[config.mk]
export PLATFORM = sky130hd
export DESIGN_NAME = inv_result_serializer
export DESIGN_NICKNAME = d
export VERILOG_FILES = /design/src/rtl/inv_result_serializer.sv
export SDC_FILE = /design/constraint.sdc
export NUM_CORES = 1
export LEC_CHECK = 0
export BUFFER_PORTS_ARGS = -buffer_cell sky130_fd_sc_hd__buf_2
export CAP_MARGIN = 20
export CORE_UTILIZATION = 35
export CTS_BUF_LIST = sky130_fd_sc_hd__clkbuf_2 sky130_fd_sc_hd__clkbuf_4 sky130_fd_sc_hd__clkbuf_8
export DETAILED_ROUTE_END_ITERATION = 10
export GPL_TIMING_DRIVEN = 0
export PLACE_DENSITY_LB_ADDON = 0.12
export SLEW_MARGIN = 40
export SYNTH_ARGS = -nofsm -noshare
export SYNTH_HDL_FRONTEND = slang
export SYNTH_SLANG_ARGS = --single-unit
export TNS_END_PERCENT = 50
[constraint.sdc]
create_clock -name I_sys_clk -period 44.4 [get_ports I_sys_clk]
set_clock_uncertainty 0.1 [all_clocks]
set_input_delay 2.22 -clock I_sys_clk [delete_from_list [all_inputs] [get_ports I_sys_clk]]
set_output_delay 2.22 -clock I_sys_clk [all_outputs]
set_load 0.005 [all_outputs]
[src/rtl/inv_result_serializer.sv]
// inv_result_serializer
//
// Captures the four inverse elements produced by get_A_inv and streams them
// as a framed byte sequence on a valid/ready interface:
//   HDR_BYTE, A11..A22 (MSB byte first, 4*DATA_W/8 bytes), 8-bit sum checksum.
// A one-deep pending slot holds a result set that arrives mid-frame; a
// further set arriving while the slot is full is dropped and counted.
//
// Ports:
//   I_sys_clk       system clock, rising edge
//   I_sys_rst       asynchronous active-high reset
//   I_A11_inv..I_A22_inv  inverse elements, valid with I_A_inv_valid
//   I_A_inv_valid   one-cycle strobe for the four elements
//   O_tx_data       current stream byte
//   O_tx_valid      O_tx_data is valid
//   I_tx_ready      sink accepts the byte
//   O_busy          frame in progress or pending slot full
//   O_frame_done    pulse in the cycle after the checksum transfer
//   O_drop_cnt      saturating count of dropped result sets

module inv_result_serializer #(
    parameter int unsigned DATA_W   = 64,
    parameter logic [7:0]  HDR_BYTE = 8'hA5
) (
    input  logic              I_sys_clk,
    input  logic              I_sys_rst,
    input  logic [DATA_W-1:0] I_A11_inv,
    input  logic [DATA_W-1:0] I_A12_inv,
    input  logic [DATA_W-1:0] I_A21_inv,
    input  logic [DATA_W-1:0] I_A22_inv,
    input  logic              I_A_inv_valid,
    output logic [7:0]        O_tx_data,
    output logic              O_tx_valid,
    input  logic              I_tx_ready,
    output logic              O_busy,
    output logic              O_frame_done,
    output logic [7:0]        O_drop_cnt
);

    localparam int unsigned BufW     = 4 * DATA_W;
    localparam int unsigned NumBytes = BufW / 8;
    localparam int unsigned IdxW     = $clog2(NumBytes);

    typedef enum logic [1:0] {StIdle, StHdr, StData, StCsum} state_e;

    state_e            state_q, state_d;
    logic [BufW-1:0]   active_q, active_d;
    logic [BufW-1:0]   pend_q, pend_d;
    logic              pend_vld_q, pend_vld_d;
    logic [IdxW-1:0]   idx_q, idx_d;
    logic [7:0]        acc_q, acc_d;
    logic [7:0]        drop_q, drop_d;
    logic              done_q, done_d;

    logic [BufW-1:0]   new_set;
    logic [7:0]        byte_sel;
    logic              xfer;
    logic              csum_xfer;

    // Flattened buffer keeps the wire order: A11 occupies the top bits.
    assign new_set = {I_A11_inv, I_A12_inv, I_A21_inv, I_A22_inv};

    always_comb begin
        byte_sel = 8'h00;
        for (int i = 0; i < NumBytes; i++) begin
            if (idx_q == IdxW'(i)) begin
                byte_sel = active_q[BufW-1-8*i -: 8];
            end
        end
    end

    // Outputs decode straight from state so reset clears them immediately.
    always_comb begin
        O_tx_valid = (state_q != StIdle);
        unique case (state_q)
            StIdle:  O_tx_data = 8'h00;
            StHdr:   O_tx_data = HDR_BYTE;
            StData:  O_tx_data = byte_sel;
            StCsum:  O_tx_data = acc_q;
            default: O_tx_data = 8'h00;
        endcase
    end

    assign xfer         = O_tx_valid && I_tx_ready;
    assign csum_xfer    = (state_q == StCsum) && xfer;
    assign O_busy       = (state_q != StIdle) || pend_vld_q;
    assign O_frame_done = done_q;
    assign O_drop_cnt   = drop_q;

    always_comb begin
        state_d    = state_q;
        active_d   = active_q;
        pend_d     = pend_q;
        pend_vld_d = pend_vld_q;
        idx_d      = idx_q;
        acc_d      = acc_q;
        drop_d     = drop_q;
        done_d     = 1'b0;

        unique case (state_q)
            StIdle: begin
                if (I_A_inv_valid) begin
                    active_d = new_set;
                    state_d  = StHdr;
                end
            end
            StHdr: begin
                if (xfer) begin
                    acc_d   = 8'h00;
                    idx_d   = '0;
                    state_d = StData;
                end
            end
            StData: begin
                if (xfer) begin
                    acc_d = acc_q + byte_sel;
                    idx_d = idx_q + 1'b1;
                    if (idx_q == IdxW'(NumBytes - 1)) begin
                        state_d = StCsum;
                    end
                end
            end
            StCsum: begin
                if (xfer) begin
                    done_d = 1'b1;
                    if (pend_vld_q) begin
                        active_d   = pend_q;
                        pend_vld_d = 1'b0;
                        state_d    = StHdr;
                    end else if (I_A_inv_valid) begin
                        // New set passes through the empty pending slot.
                        active_d = new_set;
                        state_d  = StHdr;
                    end else begin
                        state_d = StIdle;
                    end
                end
            end
            default: state_d = StIdle;
        endcase

        // Capture while a frame is running.
        if (I_A_inv_valid && (state_q != StIdle)) begin
            if (csum_xfer) begin
                // Slot is being vacated this cycle, so a refill never drops.
                if (pend_vld_q) begin
                    pend_d     = new_set;
                    pend_vld_d = 1'b1;
                end
            end else if (!pend_vld_q) begin
                pend_d     = new_set;
                pend_vld_d = 1'b1;
            end else if (drop_q != 8'hFF) begin
                drop_d = drop_q + 8'd1;
            end
        end
    end

    always_ff @(posedge I_sys_clk or posedge I_sys_rst) begin
        if (I_sys_rst) begin
            state_q    <= StIdle;
            active_q   <= '0;
            pend_q     <= '0;
            pend_vld_q <= 1'b0;
            idx_q      <= '0;
            acc_q      <= 8'h00;
            drop_q     <= 8'h00;
            done_q     <= 1'b0;
        end else begin
            state_q    <= state_d;
            active_q   <= active_d;
            pend_q     <= pend_d;
            pend_vld_q <= pend_vld_d;
            idx_q      <= idx_d;
            acc_q      <= acc_d;
            drop_q     <= drop_d;
            done_q     <= done_d;
        end
    end

endmodule

==> impl_results.md <==
* Status: finished clean
* Most frequent cells in the layout: dfrtp_1, buf_2, nor2_1
* Req. time, crit path at 42.08 ns
* Vias at about 21k
* WP depth at 16
* # nets final at slightly above 3k
* Worst slew pin tran at 0.8247 ns
* Yosys reg bits at around 540
* Post-DP Area at roughly 28000 µm²
* Post-CTS Hold Buffers at 0
* Via/cell ratio at between 5 and 6
* Max Used Layer: met5
* Final instance area at about 30000 µm²
* Library cells used by synthesis at 99
* Leak at between 10 and 15 nW
* Area grow syn2layout at 18.87%
* Slowest cell on crit path: ha_1
* Layout cells sized above 1 at around 29%
* Post-synth EDFFs at 0
* Largest net degree at the start of global routing at 83
* Fin. max-slew vios at 0
* # rows at 98
* Crit path launch type: flip-flop
* Yosys warns at 0
* Placement Setup Slack at 37.29 ns
* Buf/Inv on CP at 6
* Clock Sinks at 537
* Gpl congestion at about 0.93
* Register area share after synthesis at a little over half
* Worst R2R Start: idx_q[1]
* # IOs at between 200 and 300
* Cell chain of the critical path: ha_1 > buf_4 > buf_2 > buf_2 > inv_1 > nor2_1 > ha_1 > clkbuf_1 > a211oi_1 > o21ai_0 > a21boi_0 > o21ai_0 > a31oi_1 > a211o_1 > a31oi_1 > buf_2
* Crit. End Element: output port
* Die Wd at ~270 µm
* Starting DRT DRC Count at 1566
* Routed wl met3 at ~5000 µm
* Power per cell area at around 77 nW/µm²
* Syn avg cell area at 10.54 µm²
* Power Total at roughly 0.0023 W
* Crit Path Max Fanout at 10
* Synth Flop Type: dfrtp_1
* Post-CTS resize count at 0
* M1 wire length at ~39000 µm
* Max-Cap Viols at 0
* Initial Util at about 36%
* Net Count, Synth at ~2.7k
* CTS max path bufs at 3
* Final setup viols at 0
* Clock-pin slew on the worst setup and hold paths at 0.05 ns
* Final setup TNS at 0 ns
* Routed WL at slightly below 90000 µm
* PnR worst setup slack at approximately 37 ns
* GR Util All Layers at 23.86%
* CTS tree: yes
* Fraction of registers with async set/reset at 100.0%
* Fmax at about 0.13 GHz
* Avg WL per Cell at approximately 23 µm
* CP startpoint: idx_q[1]
* Grt ovf at 0
* Vias in the first global route at approximately 22k
* DP HPWL at about 67000 µm
* Crit path kind: flip-flop to output port
* Core Box Area at 71850 µm²
* Die extent in y at ~270 µm
* CTS Buf Count at between 90 and 100
* Critical path's top delay family: compound AO/OA/AOI/OAI gates
* Final Cycle Share at between 15 and 20%
* First-pass GRT wire length at 133500 µm
* Worst path arrival time at between 5 and 6 ns
* Final Hold Vio Count at 0
* IR drop worst, VDD at 0.03020 mV
* Port Buf Inserts at between 200 and 300
* Reg2Reg Depth at 24
* RSZ-0062 raised after global routing: no
* Initial antenna violation count at 8
* Mapped Area at around 26000 µm²
* Hold Path Class: flip-flop to flip-flop
* Commonest non-fill, non-tap cell in the layout: dfrtp_1
* Max transition margin at 45.02%
* Hold_ws at a little over 0.4 ns
* Clock latency on the worst-skew pair at around 0.71 ns
* Antenna Nets Post-Route at 0
* Htree depth at 3
* Met2 routed WL at roughly 42000 µm
* Postcts setup bufs at 0
* Most used cell along the critical path: buf_2
* Root Driver: clkbuf_8
* Die area at approximately 74000 µm²
* Total iterations of the first detailed-routing run at 5
* Critical Path Sink: O_tx_data[5]
* FF-to-FF End: acc_q[7]
* Cells after Synth at 2424
* Min Clock Period, post-route at about 7.9 ns
* CP max stage delay at between 0.4 and 0.5 ns
* DRC at 0
* # fillers at 7097
* Reg2reg setup slack at approximately 38 ns
==> synth_stat cells, types with 8 or more instances <==
library cell | number | area [µm²]
dfrtp_1 | 537 | 13440
nor2_1 | 320 | 1201
a21oi_1 | 310 | 1551
o22ai_1 | 272 | 1702
mux2_2 | 260 | 2928
clkbuf_1 | 127 | 476.7
nand2_1 | 76 | 285.3
buf_2 | 55 | 275.3
o21ai_0 | 54 | 270.3
nand3_1 | 25 | 125.1
inv_1 | 23 | 86.33
ha_1 | 19 | 237.7
nor3_1 | 16 | 80.08
a221oi_1 | 15 | 131.4
nor2b_1 | 15 | 93.84
o21ai_1 | 14 | 70.07
a211oi_1 | 13 | 97.59
o211ai_1 | 13 | 97.59
nand4_1 | 11 | 68.82
and4b_1 | 10 | 100.1
o221ai_1 | 10 | 87.58
a22oi_1 | 8 | 60.06
a31oi_1 | 8 | 50.05
nor3b_1 | 8 | 60.06
==> cell type report <==
class / instances / area [µm²] / share of cell area (%)
inverter: 24 / 97.59 / 0.3212
clock buffer: 149 / 1888 / 6.214
sequential: 537 / 13440 / 44.23
buffer: 204 / 927.1 / 3.052
clock inverter: 16 / 110.1 / 0.3624
multi-input combinational: 1659 / 11120 / 36.59
timing repair buffer: 287 / 1605 / 5.284
antenna: 5 / 12.51 / 0.04118
tap: 950 / 1189 / 3.912
==> worst min-delay path by stage <==
| stage | start | to | slack [ns] | cells after the start |
|---|---|---|---|---|
| after floorplan | acc_q[2] | acc_q[2] | 0.38 | 2 |
| after global placement | O_drop_cnt[7] | O_drop_cnt[7] | 0.38 | 1 |
| after detailed placement | pend_q[4] | pend_q[4] | 0.39 | 1 |
| after CTS | pend_q[84] | pend_q[84] | 0.41 | 1 |
| after global routing | pend_q[84] | pend_q[84] | 0.41 | 1 |
| final | pend_q[84] | pend_q[84] | 0.40 | 1 |
==> report_power, final <==
group	internal, W	leakage (nW)	switching, W
logic	0.000389	5.77	0.000551
registers	0.000739	6.15	0.000174
clock network	0.000269	1.05	0.000209
==> through the flow <==
step | cells | utilization, %
6_report | 3831 | 42.28
5_1_grt | 3829 | 42.28
4_1_cts | 3826 | 42.27
3_5_place_dp | 3661 | 39.48
3_3_place_gp | 3652 | 39.16
2_1_floorplan | 2424 | -
==> cells by family (layout without fill, tap and decap cells) <==
| group | after synthesis | after routing | share of synthesized area [%] |
|---|---|---|---|
| AOI/OAI and AO/OA | 811 | 811 | 19.61 |
| DFF | 537 | 537 | 52.57 |
| buffers and inverters | 228 | 680 | 3.941 |
| muxes | 260 | 260 | 11.45 |
| and+or+nand+nor | 555 | 555 | 10.96 |
| adders and majority gates | 21 | 21 | 1.048 |
| other | 0 | 5 | 0 |
| xor gates and xnor gates | 12 | 12 | 0.4112 |
==> worst reg2reg max path, cell delays in order, from the launching register on <==
cell,delay [ns]
dfrtp_1,0.42
ha_1,0.44
buf_4,0.29
buf_2,0.28
buf_2,0.34
inv_1,0.24
nor2_1,0.24
ha_1,0.33
clkbuf_1,0.38
o311ai_1,0.17
o211ai_1,0.15
a31oi_1,0.13
o21ai_0,0.28
o21ai_1,0.24
o32ai_2,0.39
inv_1,0.08
ha_1,0.27
a21o_1,0.20
a211oi_1,0.34
o21ai_0,0.17
o211ai_1,0.20
nand2_1,0.09
mux2_2,0.29
a311o_1,0.33
o211ai_2,0.07
==> registers in the layout, summed over array words and instances, names as in the netlist <==
| signal | count |
|---|---|
| O_drop_cnt | 8 |
| O_frame_done | 1 |
| acc_q | 8 |
| active_q | 256 |
| idx_q | 5 |
| pend_q | 256 |
| pend_vld_q | 1 |
| state_q | 2 |
==> metal layers <==
metal	up-vias	global-route usage [%]
met3	181	5.237
met5	-	0
met2	635	37.96
met4	4	9.181
li1	9796	-
met1	10600	31.66
Note: power is estimated with default switching activity, not from simulation.
